**src/rtl/imm_encoder_loader_pkg.sv**
```systemverilog
// Shared definitions for the immediate encoder/loader: IMM_SRC format codes
// (common with the decode stage) and the loader FSM state encoding.
package imm_encoder_loader_pkg;

  localparam logic [2:0] IMM_I = 3'b000;
  localparam logic [2:0] IMM_U = 3'b001;
  localparam logic [2:0] IMM_S = 3'b010;
  localparam logic [2:0] IMM_J = 3'b011;
  localparam logic [2:0] IMM_B = 3'b100;

  typedef enum logic [1:0] {
    ST_IDLE = 2'd0,
    ST_RUN  = 2'd1,
    ST_HALT = 2'd2
  } state_t;

  // True when v is representable as a bits-wide two's-complement value,
  // i.e. every bit from bits-1 upward equals the sign bit.
  function automatic logic fits_signed(input logic [31:0] v, input int unsigned bits);
    logic [31:0] mask;
    mask = ~((32'd1 << (bits - 1)) - 32'd1);
    return ((v & mask) == 32'd0) || ((v & mask) == mask);
  endfunction

endpackage

```
**src/rtl/imm_pack.sv**
```systemverilog
// Combinational immediate packer: places imm into the RISC-V I/U/S/J/B bit
// positions of base_inst and flags immediates the format cannot represent.
module imm_pack
  import imm_encoder_loader_pkg::*;
(
  input  logic [31:0] base_inst,
  input  logic [31:0] imm,
  input  logic [2:0]  imm_src,
  output logic [31:0] word,
  output logic        range_err
);

  logic [31:0] clear_mask;
  logic [31:0] fields;

  always_comb begin
    // NOTE: every output gets a default before the case so no path leaves a
    // signal unassigned, which would otherwise infer a latch.
    clear_mask = 32'h0000_0000;
    fields     = 32'h0000_0000;
    range_err  = 1'b1;
    case (imm_src)
      IMM_I: begin
        clear_mask = 32'hFFF0_0000;
        fields     = {imm[11:0], 20'b0};
        range_err  = !fits_signed(imm, 12);
      end
      IMM_U: begin
        clear_mask = 32'hFFFF_F000;
        fields     = {imm[31:12], 12'b0};
        range_err  = (imm[11:0] != 12'd0);
      end
      IMM_S: begin
        clear_mask = 32'hFE00_0F80;
        fields     = {imm[11:5], 13'b0, imm[4:0], 7'b0};
        range_err  = !fits_signed(imm, 12);
      end
      IMM_J: begin
        clear_mask = 32'hFFFF_F000;
        fields     = {imm[20], imm[10:1], imm[11], imm[19:12], 12'b0};
        range_err  = imm[0] || !fits_signed(imm, 21);
      end
      IMM_B: begin
        clear_mask = 32'hFE00_0F80;
        fields     = {imm[12], imm[10:5], 13'b0, imm[4:1], imm[11], 7'b0};
        range_err  = imm[0] || !fits_signed(imm, 13);
      end
      default: begin
        clear_mask = 32'h0000_0000;
        fields     = 32'h0000_0000;
        range_err  = 1'b1;
      end
    endcase
  end

  assign word = (base_inst & ~clear_mask) | fields;

endmodule

```
**src/rtl/imm_encoder_loader.sv**
```systemverilog
// Instruction-word assembler and loader: packs immediates into base
// instructions and streams them into instruction memory from address 0.
module imm_encoder_loader
  import imm_encoder_loader_pkg::*;
#(
  parameter int ADDR_W = 8
) (
  input  logic              clk,
  input  logic              rst,
  input  logic              start,
  input  logic              in_valid,
  output logic              in_ready,
  input  logic              in_last,
  input  logic [2:0]        imm_src,
  input  logic [31:0]       imm,
  input  logic [31:0]       base_inst,
  output logic              mem_we,
  output logic [ADDR_W-1:0] mem_addr,
  output logic [31:0]       mem_wdata,
  output logic [ADDR_W:0]   count,
  output logic              busy,
  output logic              done,
  output logic              full,
  output logic              err,
  output logic [ADDR_W-1:0] err_addr
);

  localparam logic [ADDR_W-1:0] LAST_ADDR = '1;

  state_t            state;
  state_t            state_next;
  logic [ADDR_W-1:0] addr;
  logic              accept;
  logic [31:0]       packed_word;
  logic              packed_err;

  imm_pack u_imm_pack (
    .base_inst (base_inst),
    .imm       (imm),
    .imm_src   (imm_src),
    .word      (packed_word),
    .range_err (packed_err)
  );

  assign accept = in_valid && in_ready;

  always_ff @(posedge clk) begin
    // NOTE: registers use non-blocking assignment so every flop samples the
    // pre-edge values regardless of statement order.
    if (rst) state <= ST_IDLE;
    else     state <= state_next;
  end

  always_comb begin
    state_next = state;
    case (state)
      ST_IDLE, ST_HALT: if (start) state_next = ST_RUN;
      ST_RUN: begin
        if (accept) begin
          // An error wins over in_last; in_last wins over the memory-full halt.
          if (packed_err)             state_next = ST_HALT;
          else if (in_last)           state_next = ST_IDLE;
          else if (addr == LAST_ADDR) state_next = ST_HALT;
        end
      end
      default: state_next = ST_IDLE;
    endcase
  end

  always_comb begin
    in_ready = 1'b0;
    busy     = 1'b0;
    if (state == ST_RUN) begin
      in_ready = 1'b1;
      busy     = 1'b1;
    end
  end

  always_ff @(posedge clk) begin
    if (rst) begin
      addr      <= '0;
      mem_we    <= 1'b0;
      mem_addr  <= '0;
      mem_wdata <= 32'd0;
      count     <= '0;
      done      <= 1'b0;
      full      <= 1'b0;
      err       <= 1'b0;
      err_addr  <= '0;
    end else begin
      mem_we <= 1'b0;
      done   <= 1'b0;
      if (state != ST_RUN && start) begin
        addr  <= '0;
        count <= '0;
        err   <= 1'b0;
        full  <= 1'b0;
      end else if (accept) begin
        if (packed_err) begin
          err      <= 1'b1;
          err_addr <= addr;
        end else begin
          mem_we    <= 1'b1;
          mem_addr  <= addr;
          mem_wdata <= packed_word;
          count     <= count + (ADDR_W + 1)'(1);
          addr      <= addr + ADDR_W'(1);
          if (addr == LAST_ADDR) full <= 1'b1;
          if (in_last)           done <= 1'b1;
        end
      end
    end
  end

endmodule
```
**config.mk**
```make
export PLATFORM = sky130hd
export DESIGN_NAME = imm_encoder_loader
export DESIGN_NICKNAME = d
export VERILOG_FILES = /design/src/rtl/imm_encoder_loader_pkg.sv /design/src/rtl/imm_pack.sv /design/src/rtl/imm_encoder_loader.sv
export SDC_FILE = /design/constraint.sdc
export NUM_CORES = 1
export LEC_CHECK = 0
export BUFFER_PORTS_ARGS = -buffer_cell sky130_fd_sc_hd__buf_2
export CAP_MARGIN = 10
export CORE_ASPECT_RATIO = 2
export CORE_UTILIZATION = 40
export CTS_CLUSTER_DIAMETER = 60
export DETAILED_ROUTE_END_ITERATION = 7
export PLACE_DENSITY = 0.71
export SLEW_MARGIN = 20
export SYNTH_ARGS = -nofsm -noshare
export SYNTH_HDL_FRONTEND = slang
export SYNTH_SLANG_ARGS = --single-unit
export TNS_END_PERCENT = 1
```
**constraint.sdc**
```tcl
create_clock -name clk -period 2.9 [get_ports clk]
set_clock_uncertainty 0.2 [all_clocks]
set_input_delay 0.58 -clock clk [delete_from_list [all_inputs] [get_ports clk]]
set_output_delay 0.58 -clock clk [all_outputs]
set_load 0.01 [all_outputs]
```
# --- Yosys cells after proc, flatten, opt, wreduce, memory -nomap -nowiden ---
# Index checks and enable logic that the tools add are counted.
# W data, S select, Z words.
totals:
  regBits: 71
  in_bits: 72
  out_inout_bits: 63
  elab_cells: 73
classes:
  add_sub_neg: 2
  n_eq_ne: 14
  muxes: 12
  bitwise: 6
  n_reduce_logical: 29
op_table:
  columns: ["op", "n"]
  rows:
  - ["$pmux W32 S5", 1]
  - ["$logic_not A32 Y1", 3]
  - ["$pmux W32 S3", 1]
  - ["$and A32 B32 Y32", 1]
  - ["$not A32 Y32", 1]
  - ["$or A32 B32 Y32", 1]
  - ["$eq A21 B21 Y1 const B", 1]
  - ["$eq A20 B20 Y1 const B", 1]
  - ["$eq A12 B12 Y1 const B", 1]
  - ["$reduce_and A3 Y1", 4]
  - ["$reduce_bool A12 Y1", 1]
  - ["$mux W2", 5]
  - ["$reduce_or A2 Y1", 5]
  - ["$add A9 B1 Y9 const B", 1]
  - ["$add A8 B1 Y8 const B", 1]
  - ["$eq A8 B8 Y1 const B", 1]
  - ["$eq A3 B2 Y1 const B", 2]
  - ["$logic_or A1 B1 Y1", 5]
  - ["$ne A2 B2 Y1 const B", 2]
  - ["$ne A4 B3 Y1 const B", 1]
  - ["$pmux W1 S4", 1]
  - ["$pmux W2 S2", 1]
  - ["$reduce_and A2 Y1", 2]
  - ["$reduce_or A4 Y1", 1]
  - ["other kinds (12)", 19]

# --- Logic depth before layout (Yosys ltp) ---
# Gate-level depths: netlist of run 1.
depth:
  depth_word: 8
  mapped_depth: 9
  ltp_nobuf: 7

# --- By module ---
# Synthesis of run 1 repeated with hierarchy kept, for this count alone.
unflattened:
  hier_cells: 488
  hier_area_um2: 3589.7
modules_own_cells:
  columns: ["module", "n_inst", "cells_each", "area_each_um2", "seq_area_each_um2"]
  rows:
  - ["imm_encoder_loader", 1, 334, 2705.1, 1421.4]
  - ["imm_pack", 1, 154, 884.6, 0.0]

# --- Worst setup path after synthesis of run 1 ---
# No wires, ideal clock.
synth_path:
  kind: "input -> register"
  from: "input imm[0]"
  to: "register mem_wdata[31]"
  setup_ps: 132
  t_arrival_ps: 2402
  required_ps: 2568
  path_slack_ps: 166
  path_stages: 9
  n_path_buf: 2
  path_cell_list: "or4_1 nor4_2 a31o_2 o211ai_4 or2_1 buf_2 clkbuf_1 nor3_1 nor3_1"
synth_via:
  elab_chain_cells: 4
  elab_cells_between_ends: 6
  cone_classes: "mux (1); bitwise (1); reduce/logical (4)"
synth_lines:
  columns: ["element", "line", "rtl"]
  rows:
  - ["start, declared", "imm_encoder_loader.sv:15", "input logic [31:0] imm,"]
  - ["$reduce_bool A12 Y1, or another cell as far along", "imm_pack.sv:31", "range_err = (imm[11:0] != 12'd0);"]
  - ["$pmux W1 S4 *", "imm_pack.sv:22", "case (imm_src)"]
  - ["$not A1 Y1 (no line) *", null, null]
  - ["$reduce_and A3 Y1 (no line) *", null, null]
  - ["end signal, assigned", "imm_encoder_loader.sv:105", "mem_wdata <= packed_word;"]
  - ["end, declared", "imm_encoder_loader.sv:19", "output logic [31:0] mem_wdata,"]
# Mark *: on every way between the ends. The rest lies on a longest branch, timed or not.
# A chain may end at the register's enable or synchronous reset.

# --- Worst setup path after layout of run 1 ---
layout_path:
  from: "input imm[12]"
  to: "register count[3]"
layout_via:
  elab_chain_cells: 7
  elab_cells_between_ends: 12
  cone_classes: "eq/ne (2); mux (1); bitwise (1); reduce/logical (8)"
layout_lines:
  columns: ["element", "line", "rtl"]
  rows:
  - ["$eq A20 B20 Y1 or $logic_not A32 Y1 (tied branches)", "imm_encoder_loader_pkg.sv:22", "return ((v & mask) == 32'd0) || ((v & mask) == mask);"]
  - ["$logic_or A1 B1 Y1", "imm_encoder_loader_pkg.sv:22", null]
  - ["$logic_not A1 Y1", "imm_pack.sv:46", "range_err = imm[0] || !fits_signed(imm, 13);"]
  - ["$logic_or A1 B1 Y1", "imm_pack.sv:46", null]
  - ["$pmux W1 S4 *", "imm_pack.sv:22", null]
  - ["$not A1 Y1 (no line) *", null, null]
  - ["$reduce_and A2 Y1 (no line) *", null, null]
  - ["end signal, assigned", "imm_encoder_loader.sv:106", "count <= count + (ADDR_W + 1)'(1);"]
  - ["end, declared", "imm_encoder_loader.sv:20", "output logic [ADDR_W:0] count,"]
# Marks and branches as above.

==> key figures, run 1 <==
Status
  • Status: finished clean

Drt
  • Wire length after detailed routing: 10720 um
  • Via Count: 3792
  • Routed vias/inst: about 5.5
  • DRC violation count after routing: 0
  • WL per Instance: about 15 um
  • Iteration count of the initial detailed-routing pass: 4
  • Remaining antenna violation count: 0
  • Number of violations reported at the end of detailed-routing iteration 0: 148

Global route
  • Via count of the first global-routing pass: 3602
  • Number of antenna violations at the first check in global routing: 0
  • First-pass GRT wire length: 16860 um
  • Tot GR Track Use: 24.79%
  • Largest net degree at the start of global routing: 30
  • Overflow after GRT: 0

Synthesis
  • Fraction of registers with async set/reset: 0%
  • Post-synthesis area per instance: 7.812 sq um
  • Number of enable flip-flop cells after synthesis: 0
  • Sequential element share of the synthesized area: 41.07%
  • Mapped cell area: around 3500 sq um
  • Number of warning messages in the yosys log: 0
  • Primary FF master, synth: dfxtp_1
  • Net count after synthesis: 517
  • Register bit count reported by yosys: 71
  • Number of standard cells after synthesis: between 400 and 500
  • Number of library cell types mapped by synthesis: 48

Power
  • Overall power of the completed layout: 0.002525 W
  • Internal power of the cells: 0.001951 W
  • P per Cell Area: ~530 nW/um^2
  • Share of total power in combinational logic: between 10% and 20%
  • Sw frac: around 23%
  • Switching power of the nets: 0.0005738 W
  • Static leakage: roughly 2.1 nW
  • Part of the power in the clock network: 49.4%
  • Worst voltage drop across the vdd grid: 0.4057 mV
  • Sequential Power Share: 39.4%

STA
  • Final critical-path share of the clock period: 91.88%
  • Upper clock frequency limit: 0.3753 GHz
  • Setup repair after global routing missed its margin: no
  • Setup slack after layout: about 0.24 ns
  • Headroom to the max-slew limit: between 60% and 70%
  • Hold Violations, Final: 0
  • Final TNS setup: 0 ns
  • Least-Margin Pin Slew: 0.5139 ns
  • Final setup violation count: 0
  • Final period demand of the worst path: around 2.7 ns
  • Fin. max-slew vios: 0

Critical path
  • Worst setup EP type: flop
  • Critical-path maximum fanout: 9
  • Start of the worst register-to-register path: state[1]$_SDFFE_PP0P_
  • Longest individual stage delay on the worst path: 0.51 ns
  • Number of gates on the worst path with buffers counted: 9
  • CP top delay family: simple AND/OR/NAND/NOR gates
  • Critical Path Source Type: input pin
  • Worst setup slack for register-to-register paths: 0.75 ns
  • Slowest cell on the critical path: or4_1
  • Arrival time of the worst setup path: ~2.7 ns
  • Buf/Inv on CP: 2
  • Cell count of the worst reg-to-reg path: 8
  • Required @ worst endpoint: 2.96 ns
  • Series of cell instances along the critical path: buf_2 -> or4_1 -> nor2_1 -> a22oi_1 -> o211a_1 -> or2_1 -> buf_4 -> or3_1 -> a21oi_1
  • Worst Setup Path Type: in2reg
  • Critical register-to-register path endpoint: count[3]$_SDFFE_PP0P_

Floorplan
  • Vert. Die Dim: 133.5 um
  • Floorplan Core Area: 8351 sq um
  • Floorplan die area: 9050 sq um
  • Effective utilization at floorplan: 41.44%
  • Die W: 67.77 um
  • Num rows: 47
  • Io pins: 135

Flow run
  • Count of maximum capacitance violations: 0

CTS
  • Number of buffers inserted for hold repair after clock tree synthesis: 0
  • Setup Buffers After CTS: 0
  • Clock tree buffer depth: 2
  • Clock tree from TritonCTS: yes
  • Num Clock Sinks: 71
  • Number of H-tree levels: 3
  • Clk Latency, worst-skew pair: 0.34 ns
  • Cell at the root of the clock tree: clkbuf_16
  • CTS Buf Count: 9
  • Post-cts resize count: 0
  • Clock edge transition at the registers on the reported setup and hold paths: 0.06 ns

Place
  • Placement Setup Slack: -0.1174 ns
  • Total of buffers placed on input and output ports: 134
  • Post-place instance area: 4408 sq um
  • Estimated wirelength of the detail-placed design: 8472 um
  • Global placement routability congestion: 0.9186

Min path
  • Worst hold path depth: 2
  • Tightest Hold Check Type: reg2reg
  • Endpoint of the worst hold-timing path: mem_addr[6]$_SDFFE_PP0P_
  • Hold path start: mem_addr[6]$_SDFFE_PP0P_

Final layout
  • Layout fillers: approximately 810
  • Area Growth Syn to Fin: 37.13%
  • Final design area excluding fillers: approximately 4700 sq um
  • Final standard cell utilization of the core: 56.83%
  • Number of antenna diodes: 0
  • Fraction of final layout cells sized beyond drive strength 1: 31.99%
  • Most frequent cells in the layout: buf_2, nand2_1, dfxtp_1, nor2_1, a21oi_1
  • Nets: ~670
  • Leading cell type in the layout, fill and taps excluded: buf_2
-- flip-flops by register name (all words and copies together) (netlist names) --
register / flops
mem_wdata: 32
count: 9
addr: 8
err_addr: 8
mem_addr: 8
state: 2
done: 1
err: 1
full: 1
mem_we: 1
-- kinds of logic (layout without fill, tap and decap cells) --
family	after synthesis	after routing	share of synthesized area, %
AO/OA/AOI/OAI	96	96	18.58
buffers and inverters	34	188	3.977
XOR/XNOR	9	9	2.278
multiplexers	17	17	4.917
adder cells (fa/ha/maj)	2	2	0.7230
flip-flops	71	71	41.07
AND/OR/NAND/NOR	214	214	28.45
-- final cells by class --
type,instances,area (sq um),share of cell area (%)
Sequential cell,71,1421,29.95
Multi-Input combinational cell,338,1907,40.18
Inverter,3,11.26,0.2373
Clock buffer,10,229.0,4.825
Tap cell,98,122.6,2.584
Timing Repair Buffer,169,945.9,19.93
Clock inverter,6,108.9,2.294
-- worst min-delay path, delay by kind of cell, from the launching register on --
family / cells / cell delay, ns
flops: 1 / 0.30
compound gates: 1 / 0.05
simple gates: 1 / 0.05
-- per-layer routing --
metal / global-route usage, % / wire length, um / vias to the layer above
met5: 0 / 0 / -
met4: 14.58 / 489 / 0
met3: 4.966 / 409 / 40
met2: 45.16 / 6058 / 120
met1: 24.20 / 3766 / 1762
li1: - / - / 1870
-- worst max path at each step --
stage / from / endpoint / slack [ns]
6_report: imm[12] / count[3]$_SDFFE_PP0P_ / 0.24
5_1_grt: imm[12] / addr[4]$_SDFFE_PP0P_ / 0.15
4_1_cts: imm[12] / count[3]$_SDFFE_PP0P_ / 0.23
3_5_place_dp: imm[13] / count[3]$_SDFFE_PP0P_ / -0.12
3_3_place_gp: imm[12] / addr[4]$_SDFFE_PP0P_ / -0.09
2_1_floorplan: imm[0] / mem_wdata[31]$_SDFFE_PP0P_ / 0.17
-- power groups by stage --
stage / logic, W / clock network, W / registers (W)
after global placement: 0.000276 / 0 / 0.00102
after global routing: 0.000312 / 0.00130 / 0.000995
final: 0.000284 / 0.00125 / 0.000995
after CTS: 0.000283 / 0.00126 / 0.000995
after detailed placement: 0.000282 / 0 / 0.00102
after floorplan: 0.000140 / 0 / 0.00102
-- metrics by stage --
stage	hold slack [ns]	std cells
after floorplan	0.2693	443
after global placement	0.2344	679
final	0.2499	695
after CTS	0.2538	695
after global routing	0.2560	695
after detailed placement	0.2454	679
-- cells in the mapped netlist, types with 2 or more instances --
library cell	instances	area share [%]
xnor2_1	9	2.3
buf_2	5	0.72
mux2i_1	17	4.9
nor4_1	8	1.4
a31o_2	2	0.51
nand3_1	8	1.2
a211oi_1	9	2.0
nor3_1	15	2.2
a221o_1	6	1.7
and3_1	3	0.54
or4_1	5	1.1
nand2_1	74	8.0
a21oi_1	39	5.6
dfxtp_1	71	41
o21ai_0	14	2.0
nand4_1	6	1.1
and2_1	2	0.36
buf_1	2	0.22
clkbuf_1	23	2.5
a311oi_1	9	2.3
ha_1	2	0.72
nor2_1	64	6.9
nor3b_1	2	0.43
a22o_1	4	1.0
nand2b_1	7	1.3
inv_1	2	0.22
or3_1	6	1.1
o31ai_1	2	0.43
nor2b_1	8	1.4
No activity file was read; power rests on OpenSTA's default activity.
==> run 2, diff against run 1 <==
Settings changed: CELL_PAD_IN_SITES_DETAIL_PLACEMENT from default to 1, CELL_PAD_IN_SITES_GLOBAL_PLACEMENT from default to 2, CORE_UTILIZATION 40 to 26, GPL_TIMING_DRIVEN from default to 0, PLACE_DENSITY 0.71 to 0.81.
==> key figures, run 2 (synthesis results as in run 1) <==
Critical path
  • Worst setup EP type: flop
  • Critical register-to-register path endpoint: count[6]$_SDFFE_PP0P_
  • Start of the worst register-to-register path: state[1]$_SDFFE_PP0P_
  • Startpoint of the worst setup timing path: imm[0]
  • Critical-path maximum fanout: 10 (+1)
  • Crit path to: count[6]$_SDFFE_PP0P_
  • Critical Path Source Type: input pin
  • Cell count of the worst reg-to-reg path: 8 (unchanged)
  • Arrival time of the worst setup path: 2.91 ns (+0.18 ns)
  • Required @ worst endpoint: 2.97 ns (about the same)
  • Worst Setup Path Type: in2reg
  • Worst setup slack for register-to-register paths: 0.68 ns (-0.07 ns)

Global route
  • Largest net degree at the start of global routing: 13 (-57%)
  • Number of antenna violations at the first check in global routing: 0 (unchanged)
  • Overflow after GRT: 0 (unchanged)
  • Via count of the first global-routing pass: 3976 (+10%)
  • GRT met1 Usage: 17.09% (-7.1 points)
  • Met2 Usage GRT: 38.91% (-6.2 points)
  • First-pass GRT wire length: 20420 um (+21%)
  • Tot GR Track Use: 19.16% (-5.6 points)
  • Met3 track utilization from global routing: 3.280% (-1.7 points)
  • Most congested layer reported by global routing: met2

Floorplan
  • Vert. Die Dim: 165.2 um (+24%)
  • Die W: 83.58 um (+23%)
  • Floorplan Core Area: 12990 sq um (+56%)
  • Num rows: 59 (+26%)
  • Io pins: 135 (unchanged)
  • Floorplan die area: 13800 sq um (+53%)
  • Effective utilization at floorplan: 26.64% (-15 points)

STA
  • Final setup violation count: 0 (unchanged)
  • Final critical-path share of the clock period: 98.10% (+6.2 points)
  • Hold WS: 0.2468 ns (-0.003115 ns)
  • Final period demand of the worst path: 2.845 ns (+0.1805 ns)
  • Least-Margin Pin Slew: 0.5875 ns (+0.07358 ns)
  • Headroom to the max-slew limit: 60.83% (-4.8 points)
  • Upper clock frequency limit: 0.3515 GHz (-6.3%)
  • Hold Violations, Final: 0 (unchanged)
  • Fin. max-slew vios: 0 (unchanged)
  • Final TNS setup: 0 ns (unchanged)
  • Setup repair after global routing missed its margin: no

Power
  • Switching power of the nets: 0.0006059 W (+5.6%)
  • Part of the power in the clock network: 46.6% (-2.8 points)
  • Sw frac: 25.35% (+2.6 points)
  • P per Cell Area: 511.1 nW/um^2 (-3.9%)
  • Internal power of the cells: 0.001784 W (-8.6%)
  • Sequential Power Share: 41.6% (+2.2 points)
  • Worst voltage drop across the vdd grid: 0.2942 mV (-27%)
  • Static leakage: 1.989 nW (-5.1%)
  • Share of total power in combinational logic: 11.8% (+0.6 points)

Final layout
  • Number of antenna diodes: 0 (unchanged)
  • Flip-flop count of the largest register, all copies and words added: 32 (unchanged)
  • Area Growth Syn to Fin: 35.10%
  • Final design area excluding fillers: 4676 sq um (-1.5%)
  • Most frequent cells in the layout: buf_2, nand2_1, dfxtp_1, nor2_1, a21oi_1
  • Most flops, register: mem_wdata
  • Largest registers: mem_wdata: 32 flops, count: 9 flops
  • Non-filler instance count after layout: 744 (+7.1%)
  • Fraction of final layout cells sized beyond drive strength 1: 28.89% (-3.1 points)
  • Leading cell type in the layout, fill and taps excluded: buf_2
  • Nets: 662 (-0.60%)

CTS
  • Clock tree buffer depth: 2 (unchanged)
  • Clock edge transition at the registers on the reported setup and hold paths: 0.06 ns (about the same)
  • Cell at the root of the clock tree: clkbuf_16
  • Num Clock Sinks: 71 (unchanged)
  • CTS Buf Count: 9 (unchanged)
  • Clock tree from TritonCTS: yes
  • Number of H-tree levels: 3 (unchanged)
  • Clk Latency, worst-skew pair: 0.34 ns (about the same)
  • Number of buffers inserted for hold repair after clock tree synthesis: 0 (unchanged)

Drt
  • Routed vias/inst: 5.142 (-5.7%)
  • Remaining antenna violation count: 0 (unchanged)
  • Wire length after detailed routing: 13240 um (+23%)
  • WL per Instance: 17.79 um (+15%)
  • Number of violations reported at the end of detailed-routing iteration 0: 122 (-18%)
  • Iteration count of the initial detailed-routing pass: 4 (unchanged)
  • Via Count: 3826 (+0.90%)
  • DRC violation count after routing: 0 (unchanged)

Place
  • Estimated wirelength of the detail-placed design: 10840 um (+28%)
  • Global placement routability congestion: 0.8991 (-2.1%)
  • Total of buffers placed on input and output ports: 133 (-0.75%)
  • Cell count after placement: 728 (+7.2%)
  • Post-place instance area: 4317 sq um (-2.1%)

Min path
  • Tightest Hold Check Type: in2reg

Status
  • Status: finished clean

Flow run
  • Count of maximum capacitance violations: 0 (unchanged)
[run 2: layout make-up]
type                       count  area (sq um)
sequential                    71          1421
inverter                       3         11.26
clock buffer                  10         239.0
tap                          152         190.2
buffer                        31         151.4
multi-input combinational    338          1931
clock inverter                 5         58.81
fill                        1669          8317
timing repair buffer         134         673.1
[run 2: worst min path at each step]
stage	start	to	slack, ns	depth (start not counted)
after detailed placement	err$_SDFFE_PP0P_	err$_SDFFE_PP0P_	0.25	2
after global placement	err$_SDFFE_PP0P_	err$_SDFFE_PP0P_	0.24	2
final	in_valid	state[0]$_SDFFE_PP0P_	0.25	2
after CTS	in_valid	state[0]$_SDFFE_PP0P_	0.24	2
after floorplan	addr[7]$_SDFFE_PP0P_	mem_addr[7]$_SDFFE_PP0P_	0.27	2
after global routing	in_valid	state[0]$_SDFFE_PP0P_	0.26	2
[run 2: metal layers]
metal	routed length, um	vias up
li1	-	1856
met1	4515	1831
met2	7674	108
met3	441	31
met4	607	0
met5	0	-
[run 2: critical path, stage by stage]
cell,delay [ns]
buf_2,0.15
or4_4,0.58
nor4_4,0.27
a31o_4,0.24
o211ai_4,0.10
or2_4,0.28
buf_4,0.19
or3_1,0.36
a21oi_1,0.15
[run 2: through the flow]
| step | total power [W] | worst slack (ns) | util [%] |
|---|---|---|---|
| 6_report | 0.002390 | 0.05503 | 35.99 |
| 5_1_grt | 0.002485 | 0.01023 | 35.99 |
| 4_1_cts | 0.002413 | 0.001740 | 35.83 |
| 3_5_place_dp | 0.001294 | -0.7709 | 33.22 |
| 3_3_place_gp | 0.001288 | -0.7258 | 33.22 |
| 2_1_floorplan | 0.001160 | 0.1657 | - |
[run 2: power groups by stage]
stage	Clock, W	Combinational (W)	Sequential (W)
floorplan	0	0.000140	0.00102
global placement	0	0.000272	0.00102
detailed placement	0	0.000279	0.00102
CTS	0.00114	0.000283	0.000994
global route	0.00118	0.000309	0.000995
finish	0.00111	0.000283	0.000994
[run 2: timing repair]
item / CTS / global route
setup buffers: 1 / 0
setup endpoints to repair: 49 / 47
pin swaps: 2 / 1
gates resized for setup: 13 / 7
==> run 3, diff against run 2 <==
Settings changed: BUFFER_PORTS_ARGS -buffer_cell sky130_fd_sc_hd__buf_2 to default, CORE_UTILIZATION 26 to 34, DONT_BUFFER_PORTS from default to 1, GPL_TIMING_DRIVEN 0 to 1, SETUP_SLACK_MARGIN from default to 0.15.
==> key figures, run 3 (synthesis results as in run 1) <==
Final layout
  • Nets: 513 (-23%)
  • Number of antenna diodes: 0 (unchanged)
  • Most frequent cells in the layout: nand2_1, dfxtp_1, nor2_1, a21oi_1, mux2i_1
  • Fraction of final layout cells sized beyond drive strength 1: 8.333% (-21 points)
  • Leading cell type in the layout, fill and taps excluded: nand2_1
  • Flip-flop count of the largest register, all copies and words added: 32 (unchanged)
  • Area Growth Syn to Fin: 14.10%
  • Layout fillers: 1223 (-27%)
  • Most flops, register: mem_wdata
  • Largest registers: mem_wdata: 32 flops, count: 9 flops
  • Final design area excluding fillers: 3949 sq um (-16%)

Floorplan
  • Io pins: 135 (unchanged)
  • Floorplan Core Area: 9827 sq um (-24%)
  • Effective utilization at floorplan: 35.22% (+8.6 points)
  • Vert. Die Dim: 144.7 um (-12%)
  • Floorplan die area: 10610 sq um (-23%)
  • Die W: 73.34 um (-12%)
  • Num rows: 51 (-14%)

CTS
  • Number of buffers inserted for hold repair after clock tree synthesis: 0 (unchanged)
  • Setup Buffers After CTS: 0 (-1)
  • Cell at the root of the clock tree: clkbuf_16
  • Num Clock Sinks: 71 (unchanged)
  • Clk Latency, worst-skew pair: 0.32 ns (-0.02 ns)
  • Clock tree from TritonCTS: yes
  • Clock tree buffer depth: 2 (unchanged)
  • CTS Buf Count: 9 (unchanged)
  • Clock edge transition at the registers on the reported setup and hold paths: 0.06 ns (about the same)
  • Number of H-tree levels: 3 (unchanged)
  • Post-cts resize count: 0 (-13)

Critical path
  • Startpoint of the worst setup timing path: imm[13]
  • Start of the worst register-to-register path: state[1]$_SDFFE_PP0P_
  • Required @ worst endpoint: 2.95 ns (-0.02 ns)
  • CP top delay family: simple AND/OR/NAND/NOR gates
  • Slowest cell on the critical path: or4_1
  • Critical Path Source Type: input pin
  • Series of cell instances along the critical path: or4_1 -> nor2_1 -> a22oi_1 -> o211a_1 -> or2_1 -> buf_4 -> or3_1 -> a21oi_1
  • Worst Setup Path Type: in2reg
  • Buf/Inv on CP: 1 (-1)
  • Critical-path maximum fanout: 7 (-3)
  • Longest individual stage delay on the worst path: 0.53 ns (-0.05 ns)
  • Arrival time of the worst setup path: 2.61 ns (-0.30 ns)
  • Worst setup EP type: flop

Drt
  • Iteration count of the initial detailed-routing pass: 4 (unchanged)
  • Remaining antenna violation count: 0 (unchanged)
  • Number of violations reported at the end of detailed-routing iteration 0: 105 (-14%)
  • Uppermost layer routed: met4
  • Wire length after detailed routing: 11240 um (-15%)
  • Routed length on met2: 6553 um (-15%)
  • Met3 wire length: 630 um (+43%)
  • WL per Instance: 19.51 um (+9.7%)
  • Post-route met1 wirelength: 3748 um (-17%)
  • DRC violation count after routing: 0 (unchanged)
  • Routed vias/inst: 5.561 (+8.1%)
  • Via Count: 3203 (-16%)

Status
  • Status: finished clean

Place
  • Global placement routability congestion: 0.8341 (-7.2%)
  • Total of buffers placed on input and output ports: 0 (-100%)
  • Estimated wirelength of the detail-placed design: 8688 um (-20%)
  • Post-place instance area: 3650 sq um (-15%)

Global route
  • Tot GR Track Use: 22.00% (+2.8 points)
  • Via count of the first global-routing pass: 3380 (-15%)
  • Largest net degree at the start of global routing: 54 (+41)
  • Overflow after GRT: 0 (unchanged)
  • First-pass GRT wire length: 17360 um (-15%)
  • Number of antenna violations at the first check in global routing: 0 (unchanged)

Power
  • P per Cell Area: 567.4 nW/um^2 (+11%)
  • Worst voltage drop across the vdd grid: 0.2092 mV (-29%)
  • Static leakage: 1.351 nW (-32%)
  • Overall power of the completed layout: 0.002240 W (-6.2%)

STA
  • Final period demand of the worst path: 2.556 ns (-0.2889 ns)
  • Setup repair after global routing missed its margin: no
  • Hold WS: 0.1199 ns (-0.1269 ns)
  • Headroom to the max-slew limit: 64.32% (+3.5 points)
  • Final setup violation count: 0 (unchanged)
  • Upper clock frequency limit: 0.3912 GHz (+11%)
  • Least-Margin Pin Slew: 0.5333 ns (-0.05423 ns)
  • Fin. max-slew vios: 0 (unchanged)
  • Hold Violations, Final: 0 (unchanged)
  • Final critical-path share of the clock period: 88.14% (-10 points)

Flow run
  • Count of maximum capacitance violations: 0 (unchanged)

Min path
  • Hold path start: rst
  • Tightest Hold Check Type: in2reg
## run 3: cell count changes in the layout (fill, tap and decap cells not counted), moves of 6 or more
cell	delta
buf_2	-135
clkbuf_1	-13
buf_4	+11
clkbuf_2	-6
## run 3: routing by layer
metal,vias up,track usage [%]
li1,1562,-
met1,1513,20.15
met2,107,43.13
met3,21,5.540
met4,0,10.73
met5,-,0
## run 3: final cells by class
cell class	count	area (sq um)	area share, %
timing repair buffer	16	145.1	3.676
multi-input combinational	338	1913	48.45
inverter	3	11.26	0.2852
tap	132	165.2	4.182
clock buffer	13	250.2	6.337
clock inverter	3	42.54	1.077
sequential	71	1421	35.99
## run 3: through the flow
stage	setup WS, ns	setup TNS, ns	cells	utilization, %
after detailed placement	-0.1200	-0.1279	560	37.14
after CTS	0.2120	0	576	40.12
after global routing	0.2041	0	576	40.18
final	0.3439	0	576	40.18
after global placement	-0.1387	-0.1387	560	37.14
after floorplan	0.1657	0	443	-
## run 3: final timing paths
| check | end | slack, ns | cells after the start |
|---|---|---|---|
| worst min register to register | mem_wdata[3]$_SDFFE_PP0P_ | 0.30 | 2 |
| worst max-delay path | addr[4]$_SDFFE_PP0P_ | 0.34 | 8 |
| worst min-delay path | mem_wdata[19]$_SDFFE_PP0P_ | 0.12 | 1 |
| worst max register to register | addr[4]$_SDFFE_PP0P_ | 0.73 | 8 |
## run 3: where the power goes
part / internal (W) / total [W] / switching [W]
Sequential: 0.000988 / 0.00100 / 0.0000137
Combinational: 0.0000718 / 0.000158 / 0.0000863
Clock: 0.000689 / 0.00108 / 0.000392
